<file path="config.mk">
export PLATFORM = sky130hd
export DESIGN_NAME = steer_en_gen
export DESIGN_NICKNAME = d
export VERILOG_FILES = /design/src/rtl/steer_en_gen.sv
export SDC_FILE = /design/constraint.sdc
export NUM_CORES = 1
export LEC_CHECK = 0
export ABC_AREA = 1
export BUFFER_PORTS_ARGS = -buffer_cell sky130_fd_sc_hd__buf_2
export CAP_MARGIN = 20
export CORE_MARGIN = 2
export CORE_UTILIZATION = 40
export DETAILED_ROUTE_END_ITERATION = 8
export HOLD_SLACK_MARGIN = 0.05
export PLACE_DENSITY = 0.62
export SYNTH_ARGS = -nofsm -noshare
export SYNTH_HDL_FRONTEND = slang
export SYNTH_SLANG_ARGS = --single-unit
</file>
<file path="constraint.sdc">
create_clock -name clk -period 3.8 [get_ports clk]
set_clock_uncertainty 0.2 [all_clocks]
set_input_delay 0 -clock clk [delete_from_list [all_inputs] [get_ports clk]]
set_output_delay 0 -clock clk [all_outputs]
set_load 0.05 [all_outputs]
</file>
<file path="src/rtl/steer_en_gen.sv">
// Rider-detect / steering-enable controller: registers load-cell samples, applies
// weight and balance thresholds, and enables steering after a balanced dwell.
module steer_en_gen #(
  parameter int unsigned       LD_W             = 12,
  parameter logic [LD_W-1:0]   MIN_RIDER_WEIGHT = 12'h200,
  parameter logic [LD_W-1:0]   HYST             = 12'h040,
  parameter int unsigned       ENTER_SHIFT      = 2,
  parameter int unsigned       EXIT_SHIFT       = 4,
  parameter int unsigned       TMR_CYCLES       = 65_000_000,
  parameter bit                FAST_SIM         = 1'b0
) (
  input  logic            clk,
  input  logic            rst,
  input  logic [LD_W-1:0] lft_ld,
  input  logic [LD_W-1:0] rght_ld,
  output logic [LD_W-1:0] ld_cell_diff,
  output logic            en_steer,
  output logic            rider_off,
  output logic [1:0]      steer_state
);

  localparam int unsigned SUM_W   = LD_W + 1;
  localparam int unsigned TMR_EFF = FAST_SIM ? 16 : TMR_CYCLES;
  localparam int unsigned TMR_W   = $clog2(TMR_EFF);

  localparam logic [SUM_W-1:0] ON_THR  = SUM_W'(MIN_RIDER_WEIGHT);
  localparam logic [SUM_W-1:0] OFF_THR = SUM_W'(MIN_RIDER_WEIGHT - HYST);
  localparam logic [TMR_W-1:0] TMR_MAX = TMR_W'(TMR_EFF - 1);

  typedef enum logic [1:0] {
    IDLE     = 2'd0,
    WAIT     = 2'd1,
    STEER_EN = 2'd2
  } state_t;

  state_t            state, state_nxt;
  logic [TMR_W-1:0]  tmr_cnt, tmr_cnt_nxt;
  logic              en_steer_nxt, rider_off_nxt;

  logic [LD_W-1:0]   lft_q, rght_q;
  logic [SUM_W-1:0]  sum;
  logic [LD_W-1:0]   diff;
  logic              on, off, unbal, stepoff, tmr_full;

  // Input stage and registered difference magnitude
  always_ff @(posedge clk or posedge rst) begin
    if (rst) begin
      lft_q        <= '0;
      rght_q       <= '0;
      ld_cell_diff <= '0;
    end else begin
      lft_q        <= lft_ld;
      rght_q       <= rght_ld;
      ld_cell_diff <= diff;
    end
  end

  // |lft-rght| always fits in LD_W bits, so order the subtraction instead of sign-extending
  always_comb begin
    sum  = SUM_W'(lft_q) + SUM_W'(rght_q);
    diff = (lft_q >= rght_q) ? (lft_q - rght_q) : (rght_q - lft_q);
  end

  assign on       = (sum > ON_THR);
  assign off      = (sum < OFF_THR);
  assign unbal    = (SUM_W'(diff) > (sum >> ENTER_SHIFT));
  assign stepoff  = (SUM_W'(diff) > (sum - (sum >> EXIT_SHIFT)));
  assign tmr_full = (tmr_cnt == TMR_MAX);

  // State, timer and Moore output registers
  always_ff @(posedge clk or posedge rst) begin
    if (rst) begin
      state     <= IDLE;
      tmr_cnt   <= '0;
      en_steer  <= 1'b0;
      rider_off <= 1'b0;
    end else begin
      state     <= state_nxt;
      tmr_cnt   <= tmr_cnt_nxt;
      en_steer  <= en_steer_nxt;
      rider_off <= rider_off_nxt;
    end
  end

  // Next state; off takes priority over every other condition
  always_comb begin
    state_nxt     = state;
    tmr_cnt_nxt   = '0;
    en_steer_nxt  = 1'b0;
    rider_off_nxt = 1'b0;

    case (state)
      IDLE: begin
        if (on) state_nxt = WAIT;
      end
      WAIT: begin
        if (off)           state_nxt = IDLE;
        else if (unbal)    state_nxt = WAIT;
        else if (tmr_full) state_nxt = STEER_EN;
      end
      STEER_EN: begin
        if (off)          state_nxt = IDLE;
        else if (stepoff) state_nxt = WAIT;
      end
      default: state_nxt = IDLE;
    endcase

    // Timer only runs while staying in WAIT with balanced load; saturates at the top
    if ((state == WAIT) && (state_nxt == WAIT) && !unbal)
      tmr_cnt_nxt = tmr_full ? tmr_cnt : tmr_cnt + TMR_W'(1);

    en_steer_nxt  = (state_nxt == STEER_EN);
    rider_off_nxt = (state != IDLE) && (state_nxt == IDLE);
  end

  assign steer_state = state;

endmodule
</file>
==> metrics <==
Top Ports=42; ys async rst share=100%; Synth Area per Inst=just over 7 um2; Main synth FF type=dfrtp_1; final hold violations=0; Setup TNS=-4.04 ns; worst hold path class=input port to register; worst path required time=around 3.8 ns; critical path launch point=lft_q[0]; Antenna Cells=0; die area=roughly 15000 um2; die span in y=124 um; Layout area overhead=43.6%; die width=about 120 um; Synth area leaders=dfrtp_1 29%, ha_1 14%, nand2_1 14%, inv_1 8.6%, nand3_1 6.0%; HPWL after detailed placement=12.2 mm; final hold slack=a little under 0.09 ns; clk slew on worst S/H paths=approximately 0.050 ns; vias per std cell=4.80; P per Cell Area=roughly 430 nW/um2; cell taking the most area after synthesis=dfrtp_1; Pwr Total=roughly 3.5 mW; first-pass GRT wire length=about 26 mm; max-cap violations=0; gp weighted congestion=0.910; CTS tree=yes; Syn Inst Count=approximately 800; Critical R2R Launch=lft_q[0]; H-tree depth=3; via count=5769; Final Util=about three fifths; # port buffers=around 40; routed wire length=about 16 mm; Leak Pwr=4.21 nW; Cell Count, Final, Fillers Out=between 1000 and 1500; Yosys warning count=0; Max Root-Sink Buffers=2; Worst R2R Path Depth=25; unrepaired setup endpoints after global routing=true; Max FO, Critical Path=5; Seq cells post-synth=between 60 and 70; most numerous cell in the Yosys netlist=nand2_1; Iteration-0 DRC Markers=roughly 330; failing checks=setup timing; Placed Cells=around 1100; initial core utilization=between 40% and 50%; crit share post-route=106%; Synth Cell Area=5730 um2; slew margin rel.=between 40% and 50%; post-layout net count=1112; WL/cell=approximately 13 um; Seq/Total Area, Yosys=28.8%; CP Launch Type=register; largest net degree at the start of global routing=41; Worst Setup EP=en_steer; share of cells above drive strength 1=around a third; syn nets=about 900; root buf cell=clkbuf_16; cell row count=43; Setup WS post-layout=-0.209 ns; Slew Limit Fails=0; Worst R2R End=en_steer; core region area=13900 um2; Max Clk Rate=~250 MHz; synth cell count leaders=213 x nand2_1, 131 x inv_1, 69 x nand3_1, 66 x dfrtp_1, 65 x ha_1; CTS sink cnt=66; Setup crit end kind=register; initial antenna violation count=0; vias in the first global route=around 5500; grt total ovfl=0; r2r setup slk=-0.21 ns; critical path arrival=between 4 and 5 ns; Synth cell types=33; Remaining DRCs=0; outcome=finished, violations left; number of enable flip-flop cells after synthesis=0; Synth top area share=28.8%; DRT Pass-1 Iters=5; Final Setup Violations=30; worst-skew pair later-pin latency=0.35 ns; Slew @ Worst Pin=0.844 ns; critical path class=register to register; CTS Buf Count=9; maximum VDD drop=between 0.2 and 0.25 mV; antenna-violating nets left=0; Period minus WS final=~4 ns; gr usage total=between 20 and 25%
-- through the flow --
| step | instance area (um2) | setup slack, ns |
|---|---|---|
| final | 8220 | -0.209 |
| after global routing | 8220 | -0.449 |
| after global placement | 7060 | -0.232 |
| after CTS | 7940 | -0.205 |
| after detailed placement | 7060 | -0.290 |
| after floorplan | 5760 | 0.00337 |
-- final cells by class --
class | instances | area (um2)
Fill cell | 1246 | 5710
Multi-Input combinational cell | 586 | 3900
Clock buffer | 11 | 233
Inverter | 140 | 528
Timing Repair Buffer | 214 | 1630
Sequential cell | 66 | 1650
Tap cell | 180 | 225
Clock inverter | 5 | 55.1
-- flip-flops by register name, summed over array words and instances, names as in the netlist --
name,cells
tmr_cnt,26
ld_cell_diff,12
lft_q,12
rght_q,12
steer_state,2
en_steer,1
rider_off,1
-- how the worst min path moves through the flow --
stage | startpoint | end | slack (ns) | depth (start not counted)
final | lft_ld[5] | lft_q[5] | 0.09 | 2
after global routing | lft_ld[4] | lft_q[4] | 0.09 | 2
after CTS | lft_ld[5] | lft_q[5] | 0.08 | 2
after detailed placement | rght_ld[8] | rght_q[8] | -0.09 | 1
after global placement | rght_ld[8] | rght_q[8] | -0.09 | 1
after floorplan | lft_ld[0] | lft_q[0] | -0.17 | 0
-- cells in the final DEF, fill, tap and decap left out, drive strengths merged, types with 8 or more instances in the layout --
cell	netlist	routed
buf	11	187
ha	65	65
dfrtp	66	66
nor2	70	70
xor2	27	27
nand4	22	22
xnor2	8	8
o21ai	11	11
nand2	219	219
clkbuf	0	13
nand3	70	70
nor3	28	28
inv	140	140
a21oi	40	40
dlygate4sd3	0	25
-- logic make-up (layout without fill, tap and decap cells) --
kind of cell / Yosys count / in the layout / share of synthesized area, %
flip-flops: 66 / 66 / 28.8
multiplexers: 2 / 2 / 0.350
XOR/XNOR: 35 / 35 / 5.35
buffers and inverters: 151 / 370 / 10.9
AND/OR/NAND/NOR: 417 / 417 / 32.7
AO/OA/AOI/OAI: 63 / 63 / 6.23
adder cells (fa/ha/maj): 69 / 69 / 15.6
-- where the power goes --
part / switching (mW) / internal [mW] / total, mW
sequential: 0.0308 / 0.761 / 0.792
combinational: 1.08 / 0.831 / 1.91
clock: 0.320 / 0.506 / 0.826
total: 1.43 / 2.10 / 3.53
-- critical path, stage by stage, from the launching register on --
cell and delay, ns:
dfrtp_1 0.40, buf_4 0.15, inv_4 0.05, ha_4 0.13, inv_2 0.04, fa_2 0.35
nand3_2 0.09, nand3_2 0.10, nand2_4 0.09, inv_2 0.04, nor2_4 0.15, a21oi_4 0.06
a221oi_2 0.25, xor2_1 0.27, inv_1 0.14, buf_4 0.15, buf_4 0.14, ha_4 0.26
nand4_1 0.14, nor2_2 0.16, o21bai_4 0.08, a21oi_2 0.16, nand2_1 0.08, nand2_2 0.07
buf_4 0.10, nand2_1 0.04
-- metal layers --
layer / vias to the layer above / GRT usage, % / wire length [um]
met3: 20 / 4.76 / 900
met5: - / 0 / 0
met2: 157 / 34.5 / 7340
met4: 0 / 7.17 / 242
li1: 2981 / - / -
met1: 2611 / 30.1 / 7670
-- timing repair --
item | in CTS | in global routing
hold endpoints to repair | 63 | 0
pin swaps | 31 | 31
endpoints found under the setup margin | 30 | 30
hold buffers | 25 | 0
cloned | 2 | 0
resized for setup | 47 | 57
setup buffers | 14 | 6
No activity file was read; power rests on OpenSTA's default activity.
